==> src/rtl/regfile_wb_queue_pkg.sv <==
// Shared types and constants for the register-file writeback queue.
// Entries carry a 4-bit destination and a WB_DW-bit value; r15 is the PC.
package regfile_wb_queue_pkg;

  localparam int         WB_DEPTH = 4;
  localparam int         WB_DW    = 32;
  localparam logic [3:0] REG_PC   = 4'd15;

  typedef struct packed {
    logic [3:0]       addr;
    logic [WB_DW-1:0] data;
  } wb_entry_t;

endpackage

==> src/rtl/regfile_wb_queue_wb_fifo.sv <==
// Circular writeback store: up to two pushes and one pop per cycle, count-tracked.
// Zero-latency head view; no internal backpressure, callers size pushes against count.
module wb_fifo
  import regfile_wb_queue_pkg::*;
#(
  parameter  int DEPTH = WB_DEPTH,
  localparam int PW    = $clog2(DEPTH),
  localparam int CW    = PW + 1
) (
  input  logic                    CLK,
  input  logic                    RESET_N,
  input  logic                    push0_vld,
  input  wb_entry_t               push0_dat,
  input  logic                    push1_vld,
  input  wb_entry_t               push1_dat,
  input  logic                    pop,
  output wb_entry_t [DEPTH-1:0]   slots,
  output logic      [PW-1:0]      head,
  output logic      [CW-1:0]      count
);

  wb_entry_t [DEPTH-1:0] mem_q;
  logic      [PW-1:0]    head_q;
  logic      [PW-1:0]    tail_q;
  logic      [CW-1:0]    count_q;

  logic                  wr0_vld;
  logic                  wr1_vld;
  wb_entry_t             wr0_dat;
  logic                  do_pop;
  logic      [CW-1:0]    n_enq;

  // A lone push1 lands in the tail slot; with both, push0 takes the older slot.
  always_comb begin
    wr0_vld = push0_vld | push1_vld;
    wr1_vld = push0_vld & push1_vld;
    wr0_dat = push0_vld ? push0_dat : push1_dat;
    do_pop  = pop && (count_q != '0);
    n_enq   = CW'(wr0_vld) + CW'(wr1_vld);
  end

  always_ff @(posedge CLK or negedge RESET_N) begin
    if (!RESET_N) begin
      head_q  <= '0;
      tail_q  <= '0;
      count_q <= '0;
    end else begin
      if (do_pop) begin
        head_q <= head_q + PW'(1);
      end
      tail_q  <= tail_q + PW'(n_enq);
      count_q <= count_q - CW'(do_pop) + n_enq;
    end
  end

  // Payload storage needs no reset: occupancy is defined solely by count_q.
  always_ff @(posedge CLK) begin
    if (wr0_vld) begin
      mem_q[tail_q] <= wr0_dat;
    end
    if (wr1_vld) begin
      mem_q[tail_q + PW'(1)] <= push1_dat;
    end
  end

  assign slots = mem_q;
  assign head  = head_q;
  assign count = count_q;

endmodule

==> src/rtl/regfile_wb_queue.sv <==
// Queues ALU/load writebacks and drains one per cycle to WE3/A3/WD3, r15 to PCWE/PCWD.
// Head visible the cycle after enqueue; READY derives from registered count only.
module regfile_wb_queue
  import regfile_wb_queue_pkg::*;
#(
  parameter int DEPTH = WB_DEPTH,
  parameter int DW    = WB_DW
) (
  input  logic                     CLK,
  input  logic                     RESET_N,
  input  logic                     ALU_VALID,
  input  logic [3:0]               ALU_A,
  input  logic [DW-1:0]            ALU_D,
  output logic                     ALU_READY,
  input  logic                     MEM_VALID,
  input  logic [3:0]               MEM_A,
  input  logic [DW-1:0]            MEM_D,
  output logic                     MEM_READY,
  output logic                     WE3,
  output logic [3:0]               A3,
  output logic [DW-1:0]            WD3,
  output logic                     PCWE,
  output logic [DW-1:0]            PCWD,
  input  logic [3:0]               FWD_A,
  output logic                     FWD_HIT,
  output logic [DW-1:0]            FWD_D,
  output logic [$clog2(DEPTH):0]   COUNT
);

  localparam int PW = $clog2(DEPTH);
  localparam int CW = PW + 1;

  wb_entry_t [DEPTH-1:0] slots;
  logic      [PW-1:0]    head_ptr;
  logic      [CW-1:0]    count;
  logic      [CW-1:0]    free;
  logic                  alu_acc;
  logic                  mem_acc;
  wb_entry_t             alu_ent;
  wb_entry_t             mem_ent;
  wb_entry_t             head_ent;
  logic                  head_vld;
  logic      [PW-1:0]    fwd_idx;

  // A same-cycle pop does not count as free space; MEM yields a slot to ALU.
  always_comb begin
    free      = CW'(DEPTH) - count;
    ALU_READY = (free >= CW'(1));
    MEM_READY = ALU_VALID ? (free >= CW'(2)) : (free >= CW'(1));
    alu_acc   = ALU_VALID & ALU_READY;
    mem_acc   = MEM_VALID & MEM_READY;
    alu_ent   = '{addr: ALU_A, data: WB_DW'(ALU_D)};
    mem_ent   = '{addr: MEM_A, data: WB_DW'(MEM_D)};
  end

  wb_fifo #(
    .DEPTH (DEPTH)
  ) u_fifo (
    .CLK       (CLK),
    .RESET_N   (RESET_N),
    .push0_vld (alu_acc),
    .push0_dat (alu_ent),
    .push1_vld (mem_acc),
    .push1_dat (mem_ent),
    .pop       (head_vld),
    .slots     (slots),
    .head      (head_ptr),
    .count     (count)
  );

  assign head_ent = slots[head_ptr];
  assign head_vld = (count != '0);
  assign COUNT    = count;

  // r15 has no register-file storage, so its writes are steered to the PC.
  always_comb begin
    WE3  = 1'b0;
    A3   = '0;
    WD3  = '0;
    PCWE = 1'b0;
    PCWD = '0;
    if (head_vld) begin
      if (head_ent.addr == REG_PC) begin
        PCWE = 1'b1;
        PCWD = DW'(head_ent.data);
      end else begin
        WE3 = 1'b1;
        A3  = head_ent.addr;
        WD3 = DW'(head_ent.data);
      end
    end
  end

  // Walk oldest to youngest so the last match wins.
  always_comb begin
    FWD_HIT = 1'b0;
    FWD_D   = '0;
    fwd_idx = '0;
    for (int i = 0; i < DEPTH; i++) begin
      fwd_idx = head_ptr + PW'(i);
      if ((CW'(i) < count) && (slots[fwd_idx].addr == FWD_A)) begin
        FWD_HIT = 1'b1;
        FWD_D   = DW'(slots[fwd_idx].data);
      end
    end
  end

endmodule

==> config.mk <==
export PLATFORM = sky130hd
export DESIGN_NAME = regfile_wb_queue
export DESIGN_NICKNAME = d
export VERILOG_FILES = /design/src/rtl/regfile_wb_queue_pkg.sv /design/src/rtl/regfile_wb_queue_wb_fifo.sv /design/src/rtl/regfile_wb_queue.sv
export SDC_FILE = /design/constraint.sdc
export NUM_CORES = 1
export LEC_CHECK = 0
export ABC_AREA = 1
export ABC_CLOCK_PERIOD_IN_PS = 7300
export CORE_MARGIN = 10
export CORE_UTILIZATION = 46
export DETAILED_ROUTE_END_ITERATION = 8
export PLACE_DENSITY = 0.66
export SLEW_MARGIN = 0
export SYNTH_ARGS = -nofsm -noshare
export SYNTH_HDL_FRONTEND = slang
export SYNTH_SLANG_ARGS = --single-unit
==> constraint.sdc <==
create_clock -name CLK -period 7.3 [get_ports CLK]
set_input_delay 0.73 -clock CLK [delete_from_list [all_inputs] [get_ports CLK]]
set_output_delay 0.73 -clock CLK [all_outputs]
set_load 0.02 [all_outputs]
==> qor.csv, run 1 <==
stage,metric,value,unit
cells_and_area,total area of multi-input combinational cells,7160,um2
drt,detailed-routing iteration count for the pre-antenna-repair pass,6,
timing,Max Slew Vio Count,0,
floorplanning,area of the die,32400,um2
clocking,clock net sink count,151,
placement,setup slack at placement,1.72,ns
clocking,Max Buffers Root-to-Sink,2,
timing,Worst-Margin Slew,1.09,ns
clocking,"Gates resized, CTS repair",0,
floorplanning,Floorplan Core Area,25200,um2
timing,Fin. Hold Viols,0,
timing,Worst Slack Setup Final,1.15,ns
drt,vias per inst,5.66,
worst_setup_path,kind of critical path,reg2out,
placement,Final HPWL DP,27600,um
worst_setup_path,maximum net fanout on the critical path,152,
grt,first-pass GRT wire length,70000,um
cells_and_area,sequential cell area in the final layout,3060,um2
timing,Tmin final,6.15,ns
flow_run,MaxCap Viol Count,0,
worst_setup_path,type of element launching the critical path,flop,
worst_setup_path,register-to-register setup slack,3.20,ns
timing,share of the cycle needed by the critical path after routing,0.843,
worst_setup_path,startpoint of the most critical register-to-register path,u_fifo.count[1],
floorplanning,num rows,58,
cells_and_area,Area Growth Syn to Fin,19.5,%
yosys,synthesized instance count,2043,
timing,RSZ-0062 raised after global routing,false,
worst_setup_path,required time at the worst-slack endpoint,6.57,ns
floorplanning,starting utilization of the core area,0.468,
floorplanning,boundary pin count,188,
yosys,count of distinct cell types in the synthesized netlist,33,
yosys,mean instance size in the synthesized netlist,5.77,um2
clocking,clock transition time at the flip-flop clock pins of the worst setup and hold paths,0.07,ns
worst_setup_path,endpoint kind of the worst setup timing path,output port,
grt,total congestion overflow,0,
timing,Final setup violation count,0,
worst_setup_path,worst setup path endpoint,FWD_D[29],
drt,Initial DRC Count,1775,
worst_setup_path,endpoint of the worst-slack reg-to-reg timing path,u_fifo.slots[79],
drt,via count,13900,
yosys,synthesized netlist net count,2134,
drt,wire length per cell after detailed routing,18.2,um
clocking,total clock buffers created by CTS,17,
clocking,number of H-tree levels,4,
grt,largest net degree at the start of global routing,153,
clocking,post-cts hold buffer count,0,
cells_and_area,"leading cell types in the layout, fill and taps excluded","472 x nand2_1, 452 x o21ai_0, 216 x nor2_1",
worst_setup_path,Crit. Startpoint,u_fifo.head[0],
clocking,clock latency reported for the late side of the worst-skew pair,0.43,ns
floorplanning,Horiz. Die Dim,180,um
timing,relative slew slack,0.273,
grt,via count of the first global-routing pass,12500,
cells_and_area,number of nets in the finished design,2199,
cells_and_area,filler cell count in the final layout,2537,
grt,antenna violations before repair,1,
yosys,flip-flop and latch count after synthesis,151,
drt,wire length after detailed routing,44600,um
outcome,result of the run,"finished, final reports clean",
worst_setup_path,data arrival time of the worst path,5.42,ns
timing,maximum clock skew at final layout,0.0116,ns
clocking,TritonCTS clock tree,done,
timing,Total Negative Setup Slacks,0,ns
yosys,register area share after synthesis,0.260,
floorplanning,die height,180,um
cells_and_area,most frequent standard cell in the layout excluding fill and tap cells,nand2_1,
grt,gr usage total,0.261,
drt,antenna-violating nets left,0,
yosys,summed instance area of the synthesized netlist,11800,um2
drt,remaining design rule violation count,0,
clocking,buffer cell driving the clock tree root,clkbuf_16,
timing,FMAX,0.162,GHz
yosys,number of warnings issued by yosys,0,
placement,Final GP Congestion,0.949,
worst_setup_path,worst reg-to-reg path cell count,17,
placement,number of buffers inserted by port buffering,187,
cells_and_area,fraction of layout instances using a drive strength above 1,0.0382,
clocking,Post CTS Setup Buffer Count,0,
hold_path,worst hold-check path type,reg2reg,
## critical path, stage by stage (launching register included)
cell             delay [ns]
dfrtp_4                0.68
inv_6                  0.76
nand2_2                0.13
nand2_4                0.50
nand3_1                0.20
nand3_1                0.11
nand2_1                0.06
nor2_1                 0.10
nand2_1                0.08
nor2_4                 0.83
inv_2                  0.59
nor2_1                 0.26
a21oi_1                0.07
clkdlybuf4s50_1        0.56
## metal layers
| metal | part of all wire | vias to the layer above | GRT usage |
|---|---|---|---|
| li1 | - | 6894 | - |
| met1 | 0.44 | 6285 | 0.344 |
| met4 | 0.014 | 0 | 0.0630 |
| met3 | 0.10 | 55 | 0.0610 |
| met2 | 0.44 | 652 | 0.421 |
| met5 | 0 | - | 0 |
## flip-flops by register name, summed over array words and instances (netlist names)
register,flops
u_fifo.slots,144
u_fifo.head,2
u_fifo.tail_q,2
u_fifo.count,3
## layout make-up
cell class	count	area share
Inverter	222	0.0596
Antenna cell	1	0.000178
Multi-Input combinational cell	1509	0.508
Sequential cell	151	0.217
Clock inverter	13	0.00835
Clock buffer	19	0.0330
Timing Repair Buffer	207	0.144
Tap cell	330	0.0293
## stage by stage
| stage | cell area (um2) | util | hold WS, ns | std cells |
|---|---|---|---|---|
| floorplan | 11800 | - | 0.434 | 2043 |
| global placement | 13500 | 0.536 | 0.518 | 2419 |
| detailed placement | 13500 | 0.536 | 0.523 | 2419 |
| CTS | 14100 | 0.559 | 0.539 | 2451 |
| global route | 14100 | 0.559 | 0.576 | 2451 |
| finish | 14100 | 0.559 | 0.534 | 2452 |
## worst min-delay path by stage
stage	start	end	slack (ns)	depth (start not counted)
2_1_floorplan	RESET_N	u_fifo.count[0]	0.43	0
3_3_place_gp	u_fifo.slots[69]	u_fifo.slots[69]	0.52	2
3_5_place_dp	u_fifo.slots[69]	u_fifo.slots[69]	0.52	2
4_1_cts	u_fifo.slots[69]	u_fifo.slots[69]	0.54	2
5_1_grt	u_fifo.slots[43]	u_fifo.slots[43]	0.58	2
6_report	u_fifo.slots[69]	u_fifo.slots[69]	0.53	2
## cells by family (layout without fill, tap and decap cells)
group	after synthesis	after routing	synth area share
AOI/OAI and AO/OA	656	656	0.294
and+or+nand+nor	836	836	0.293
DFF	151	151	0.260
adders and majority gates	11	11	0.0123
buffers and inverters	383	461	0.136
other	0	1	0
xor gates and xnor gates	6	6	0.00446
## cells in the mapped netlist (all sizes together)
| master | count | share of area |
|---|---|---|
| o211ai | 1 | 0.00064 |
| fa | 1 | 0.0017 |
| xor2 | 3 | 0.0022 |
| dfxtp | 144 | 0.24 |
| nand2 | 478 | 0.15 |
| or2 | 1 | 0.00053 |
| clkinv | 1 | 0.00032 |
| nor4 | 1 | 0.0011 |
| a21oi | 103 | 0.044 |
| nor2 | 225 | 0.074 |
| buf | 71 | 0.036 |
| dfrtp | 7 | 0.015 |
| nand4 | 63 | 0.033 |
| o22ai | 36 | 0.019 |
| o21ai | 479 | 0.20 |
| o221ai | 36 | 0.027 |
| a22oi | 1 | 0.00064 |
| ha | 10 | 0.011 |
| nand3 | 68 | 0.030 |
| inv | 221 | 0.071 |
| clkbuf | 90 | 0.029 |
| xnor2 | 3 | 0.0022 |
Power of run 1 is not shown: default switching activity piles up to over one toggle a cycle in this logic, so the estimate is an artifact.
==> run 2: changes to the inputs <==
--- a/config.mk
+++ b/config.mk
@@ -6,11 +6,11 @@
 export NUM_CORES = 1
 export LEC_CHECK = 0
 export ABC_AREA = 1
-export ABC_CLOCK_PERIOD_IN_PS = 7300
+export ABC_CLOCK_PERIOD_IN_PS = 5300
 export CORE_MARGIN = 10
 export CORE_UTILIZATION = 46
 export DETAILED_ROUTE_END_ITERATION = 8
-export PLACE_DENSITY = 0.66
+export PLACE_DENSITY = 0.69
 export SLEW_MARGIN = 0
 export SYNTH_ARGS = -nofsm -noshare
 export SYNTH_HDL_FRONTEND = slang
==> constraint.sdc (replaced) <==
create_clock -name CLK -period 5.3 [get_ports CLK]
set_input_delay 0.53 -clock CLK [delete_from_list [all_inputs] [get_ports CLK]]
set_output_delay 0.53 -clock CLK [all_outputs]
set_load 0.02 [all_outputs]
==> run 2 against run 1 <==
Net effect:
- sequential cell count stayed put
- setup slack worse by 0.69 ns
- sequential share of layout area is 0.26 points lower
- utilization is 0.67 points higher
- first-iteration DRC count is 14% lower
- highest routed layer unchanged
==> qor.csv, run 2 (synthesis gave the netlist of run 1 again) <==
stage,metric,value,unit
floorplanning,Floorplan Core Area,25200,um2
worst_setup_path,crit-path most repeated cell,nand2_1,
timing,Max Slew Vio Count,0,
worst_setup_path,Crit. Startpoint,u_fifo.head[0],
clocking,buffer cell driving the clock tree root,clkbuf_16,
worst_setup_path,startpoint of the most critical register-to-register path,u_fifo.count[0],
worst_setup_path,required time at the worst-slack endpoint,4.77,ns
timing,FMAX,0.207,GHz
clocking,number of H-tree levels,4,
cells_and_area,most frequent standard cell in the layout excluding fill and tap cells,nand2_1,
worst_setup_path,data arrival time of the worst path,4.31,ns
cells_and_area,number of flip-flops in the largest register,144,
worst_setup_path,maximum net fanout on the critical path,149,
drt,wire length per cell after detailed routing,18.1,um
floorplanning,num rows,58,
timing,RSZ-0062 raised after global routing,false,
drt,vias per inst,5.72,
placement,Final GP Congestion,0.909,
clocking,TritonCTS clock tree,done,
worst_setup_path,type of element launching the critical path,flop,
worst_setup_path,crit-path cells,buf_12 -> nand2_1 -> nand2_4 -> buf_6 -> nand2_1 -> nand3_1 -> nand2_1 -> nor2_4 -> nand3_4 -> nand2_1 -> nand3_1 -> a21oi_1 -> clkdlybuf4s50_1,
clocking,total clock buffers created by CTS,17,
clocking,clock transition time at the flip-flop clock pins of the worst setup and hold paths,0.08,ns
drt,detailed-routing iteration count for the pre-antenna-repair pass,6,
placement,area post-placement,13600,um2
grt,first-pass GRT wire length,70600,um
grt,via count of the first global-routing pass,12900,
floorplanning,Horiz. Die Dim,180,um
flow_run,MaxCap Viol Count,0,
cells_and_area,filler cell count in the final layout,2521,
timing,Worst Slack Setup Final,0.458,ns
timing,Worst-Margin Slew,1.25,ns
clocking,"Gates resized, CTS repair",0,
drt,remaining design rule violation count,0,
clocking,Post CTS Setup Buffer Count,0,
grt,gr usage total,0.262,
drt,Initial DRC Count,1523,
timing,maximum clock skew at final layout,0.0136,ns
clocking,clock latency reported for the late side of the worst-skew pair,0.44,ns
timing,Tmin final,4.84,ns
worst_setup_path,kind of cell adding the most delay to the critical path,simple AND/OR/NAND/NOR gates,
placement,number of buffers inserted by port buffering,187,
drt,wire length after detailed routing,44700,um
placement,setup slack at placement,0.806,ns
floorplanning,starting utilization of the core area,0.468,
grt,largest net degree at the start of global routing,150,
cells_and_area,post-route cell area,14200,um2
cells_and_area,ANT cells,0,
timing,Fin. Hold Viols,0,
cells_and_area,"leading cell types in the layout, fill and taps excluded","472 x nand2_1, 452 x o21ai_0, 216 x nor2_1",
worst_setup_path,endpoint kind of the worst setup timing path,output port,
timing,Final setup violation count,0,
floorplanning,area of the die,32400,um2
worst_setup_path,"Buf+Inv Stages, Crit Path",3,
grt,total congestion overflow,0,
cells_and_area,number of nets in the finished design,2211,
timing,relative slew slack,0.167,
worst_setup_path,kind of critical path,reg2out,
floorplanning,boundary pin count,188,
grt,antenna violations before repair,0,
hold_path,worst hold-check path type,in2async,
timing,Total Negative Setup Slacks,0,ns
worst_setup_path,Max stage delay on crit path,0.67,ns
clocking,post-cts hold buffer count,0,
timing,share of the cycle needed by the critical path after routing,0.914,
placement,Final HPWL DP,28800,um
drt,antenna-violating nets left,0,
cells_and_area,fraction of layout instances using a drive strength above 1,0.0436,
floorplanning,die height,180,um
clocking,Max Buffers Root-to-Sink,2,
outcome,result of the run,"finished, final reports clean",
worst_setup_path,cell type of the slowest stage on the worst timing path,clkdlybuf4s50_1,
cells_and_area,Area Growth Syn to Fin,20.9,%
drt,via count,14100,
clocking,clock net sink count,151,
run 2: cell count changes in the layout (fill, tap and decap cells not counted), sizes merged:
cell    change
clkbuf      -2
buf        +12
diode       -1
bufinv      +2
run 2: area by class of cell:
type                            count  area [um2]  share of cell area
Clock inverter                     15         201              0.0141
Tap cell                          330         413              0.0290
Sequential cell                   151        3060               0.215
Timing Repair Buffer              219        2130               0.149
Clock buffer                       17         425              0.0299
Inverter                          222         840              0.0589
Multi-Input combinational cell   1509        7180               0.504
run 2: worst paths after layout:
| kind | to | slack (ns) | cells after the start |
|---|---|---|---|
| max in group asynchronous | u_fifo.head[0] | 4.60 | 1 |
| setup reg to reg | u_fifo.slots[24] | 1.48 | 14 |
| hold / removal | u_fifo.tail_q[1] | 0.37 | 1 |
| min in group CLK | u_fifo.slots[69] | 0.55 | 2 |
| hold reg to reg | u_fifo.slots[69] | 0.55 | 2 |
| setup / recovery | FWD_D[31] | 0.46 | 13 |
run 2: per-stage QoR:
step,hold WS (ns),cells,utilization
3_3_place_gp,0.514,2431,0.541
6_report,0.374,2463,0.566
2_1_floorplan,0.234,2043,-
4_1_cts,0.382,2463,0.566
5_1_grt,0.397,2463,0.566
3_5_place_dp,0.531,2431,0.541
run 2: layer usage:
metal / share of wire / wire (um) / vias to the layer above / global-route usage
met5: 0 / 0 / - / 0
met4: 0.022 / 993 / 0 / 0.0853
met3: 0.11 / 4830 / 80 / 0.0542
met2: 0.44 / 19800 / 704 / 0.420
met1: 0.43 / 19100 / 6392 / 0.345
li1: - / - / 6915 / -
Power of run 2 is left out for the same reason.
==> run 3: changes to the inputs <==
--- a/config.mk
+++ b/config.mk
@@ -8,9 +8,9 @@
 export ABC_AREA = 1
 export ABC_CLOCK_PERIOD_IN_PS = 5300
 export CORE_MARGIN = 10
-export CORE_UTILIZATION = 46
+export CORE_UTILIZATION = 35
 export DETAILED_ROUTE_END_ITERATION = 8
-export PLACE_DENSITY = 0.69
+export PLACE_DENSITY = 0.54
 export SLEW_MARGIN = 0
 export SYNTH_ARGS = -nofsm -noshare
 export SYNTH_HDL_FRONTEND = slang
==> run 3 against run 2 <==
Net effect:
- sequential share of layout area shrank 0.17 points
- wire length grew 7.8%
- maximum frequency shrank 2.0%
- via count shrank 1.8%
- largest cell class unchanged
==> qor.csv, run 3 (synthesis gave the netlist of run 1 again) <==
stage,metric,value,unit
clocking,Post CTS Setup Buffer Count,0,
drt,wire length per cell after detailed routing,18.7,um
timing,share of the cycle needed by the critical path after routing,0.932,
drt,Initial DRC Count,1163,
floorplanning,boundary pin count,188,
worst_setup_path,Max stage delay on crit path,0.64,ns
timing,Tmin final,4.94,ns
timing,FMAX,0.202,GHz
clocking,clock net sink count,151,
worst_setup_path,data arrival time of the worst path,4.41,ns
floorplanning,die height,203,um
cells_and_area,"leading cell types in the layout, fill and taps excluded","472 x nand2_1, 452 x o21ai_0, 216 x nor2_1",
clocking,post-cts hold buffer count,0,
timing,maximum clock skew at final layout,0.00682,ns
clocking,TritonCTS clock tree,done,
grt,most crowded layer after global routing,met2,
timing,Final setup violation count,0,
grt,met3 usage,0.0509,
cells_and_area,number of nets in the finished design,2206,
worst_setup_path,required time at the worst-slack endpoint,4.77,ns
grt,first-pass GRT wire length,74400,um
drt,detailed-routing iteration count for the pre-antenna-repair pass,6,
worst_setup_path,cell type of the slowest stage on the worst timing path,clkdlybuf4s50_1,
clocking,Max Buffers Root-to-Sink,2,
cells_and_area,utilization after layout,0.430,
worst_setup_path,"Buf+Inv Stages, Crit Path",3,
clocking,clock transition time at the flip-flop clock pins of the worst setup and hold paths,0.07,ns
worst_setup_path,crit-path most repeated cell,nand2_1,
worst_setup_path,crit-path cells,buf_12 -> nand2_1 -> nand2_4 -> buf_4 -> nand2_1 -> nand3_1 -> nand2_1 -> nor2_2 -> nand3_4 -> nand2_1 -> nand3_1 -> a21oi_1 -> clkdlybuf4s50_1,
floorplanning,num rows,67,
cells_and_area,number of flip-flops in the largest register,144,
drt,remaining design rule violation count,0,
drt,via count,13800,
timing,RSZ-0062 raised after global routing,false,
cells_and_area,Area Growth Syn to Fin,21.9,%
floorplanning,Floorplan Core Area,33400,um2
worst_setup_path,endpoint kind of the worst setup timing path,output port,
drt,vias per inst,5.37,
cells_and_area,post-route cell area,14400,um2
clocking,buffer cell driving the clock tree root,clkbuf_16,
floorplanning,area of the die,41400,um2
timing,relative slew slack,0.261,
clocking,number of H-tree levels,4,
grt,global routing usage on met2,0.367,
clocking,clock latency reported for the late side of the worst-skew pair,0.44,ns
worst_setup_path,type of element launching the critical path,flop,
clocking,total clock buffers created by CTS,17,
cells_and_area,most frequent standard cell in the layout excluding fill and tap cells,nand2_1,
outcome,result of the run,"finished, final reports clean",
timing,Fin. Hold Viols,0,
timing,Hold WS,0.380,ns
worst_setup_path,kind of critical path,reg2out,
placement,number of buffers inserted by port buffering,187,
placement,Final GP Congestion,0.875,
grt,largest net degree at the start of global routing,150,
clocking,"Gates resized, CTS repair",0,
drt,antenna-violating nets left,0,
cells_and_area,fraction of layout instances using a drive strength above 1,0.0414,
floorplanning,Horiz. Die Dim,203,um
worst_setup_path,maximum net fanout on the critical path,149,
grt,antenna violations before repair,3,
grt,total congestion overflow,0,
placement,Final HPWL DP,31000,um
timing,Worst-Margin Slew,1.11,ns
flow_run,MaxCap Viol Count,0,
placement,area post-placement,13700,um2
drt,wire length after detailed routing,48200,um
hold_path,worst hold-check path type,in2async,
timing,Total Negative Setup Slacks,0,ns
floorplanning,starting utilization of the core area,0.353,
grt,via count of the first global-routing pass,12800,
grt,met1 GRT Util,0.300,
grt,gr usage total,0.226,
timing,Max Slew Vio Count,0,
worst_setup_path,kind of cell adding the most delay to the critical path,buffers and inverters,
## run 3: changes by cell type in the layout (fill, tap and decap cells not counted), moves of 2 or more
cell	delta
clkinvlp_4	+2
nor2_2	+3
buf_12	+2
clkinv_8	-2
clkinv_2	+2
inv_8	-5
nor2_4	-3
buf_4	-6
nand3_2	-2
clkbuf_8	+2
inv_6	-2
clkinv_4	+2
## run 3: layout make-up
| cell class | instances | area, um2 |
|---|---|---|
| Fill cell | 3679 | 19000 |
| Multi-Input combinational cell | 1509 | 7160 |
| Sequential cell | 151 | 3060 |
| Timing Repair Buffer | 214 | 2110 |
| Inverter | 222 | 840 |
| Tap cell | 448 | 561 |
| Clock buffer | 19 | 453 |
| Clock inverter | 13 | 168 |
| Antenna cell | 1 | 2.50 |
## run 3: path summary, 6_finish.rpt
| path | start | end | slack, ns | cells after the start |
|---|---|---|---|---|
| hold / removal | RESET_N | u_fifo.head[1] | 0.38 | 1 |
| setup reg to reg | u_fifo.count[1] | u_fifo.slots[43] | 1.48 | 18 |
| setup / recovery | u_fifo.head[0] | FWD_D[17] | 0.36 | 13 |
| min in group CLK | u_fifo.slots[62] | u_fifo.slots[62] | 0.55 | 2 |
| hold reg to reg | u_fifo.slots[62] | u_fifo.slots[62] | 0.55 | 2 |
| max in group asynchronous | RESET_N | u_fifo.head[0] | 4.61 | 1 |
## run 3: routing by layer
layer | part of all wire | vias up
met5 | 0.00019 | -
met4 | 0.010 | 2
met3 | 0.079 | 42
met2 | 0.45 | 460
met1 | 0.46 | 6422
li1 | - | 6907
## run 3: stage by stage
| stage | setup WS (ns) | std cells |
|---|---|---|
| finish | 0.360 | 2577 |
| global route | 0.0631 | 2576 |
| CTS | 0.308 | 2576 |
| detailed placement | 0.782 | 2544 |
| global placement | 0.894 | 2544 |
| floorplan | 2.00 | 2043 |
Power of run 3 is left out for the same reason.
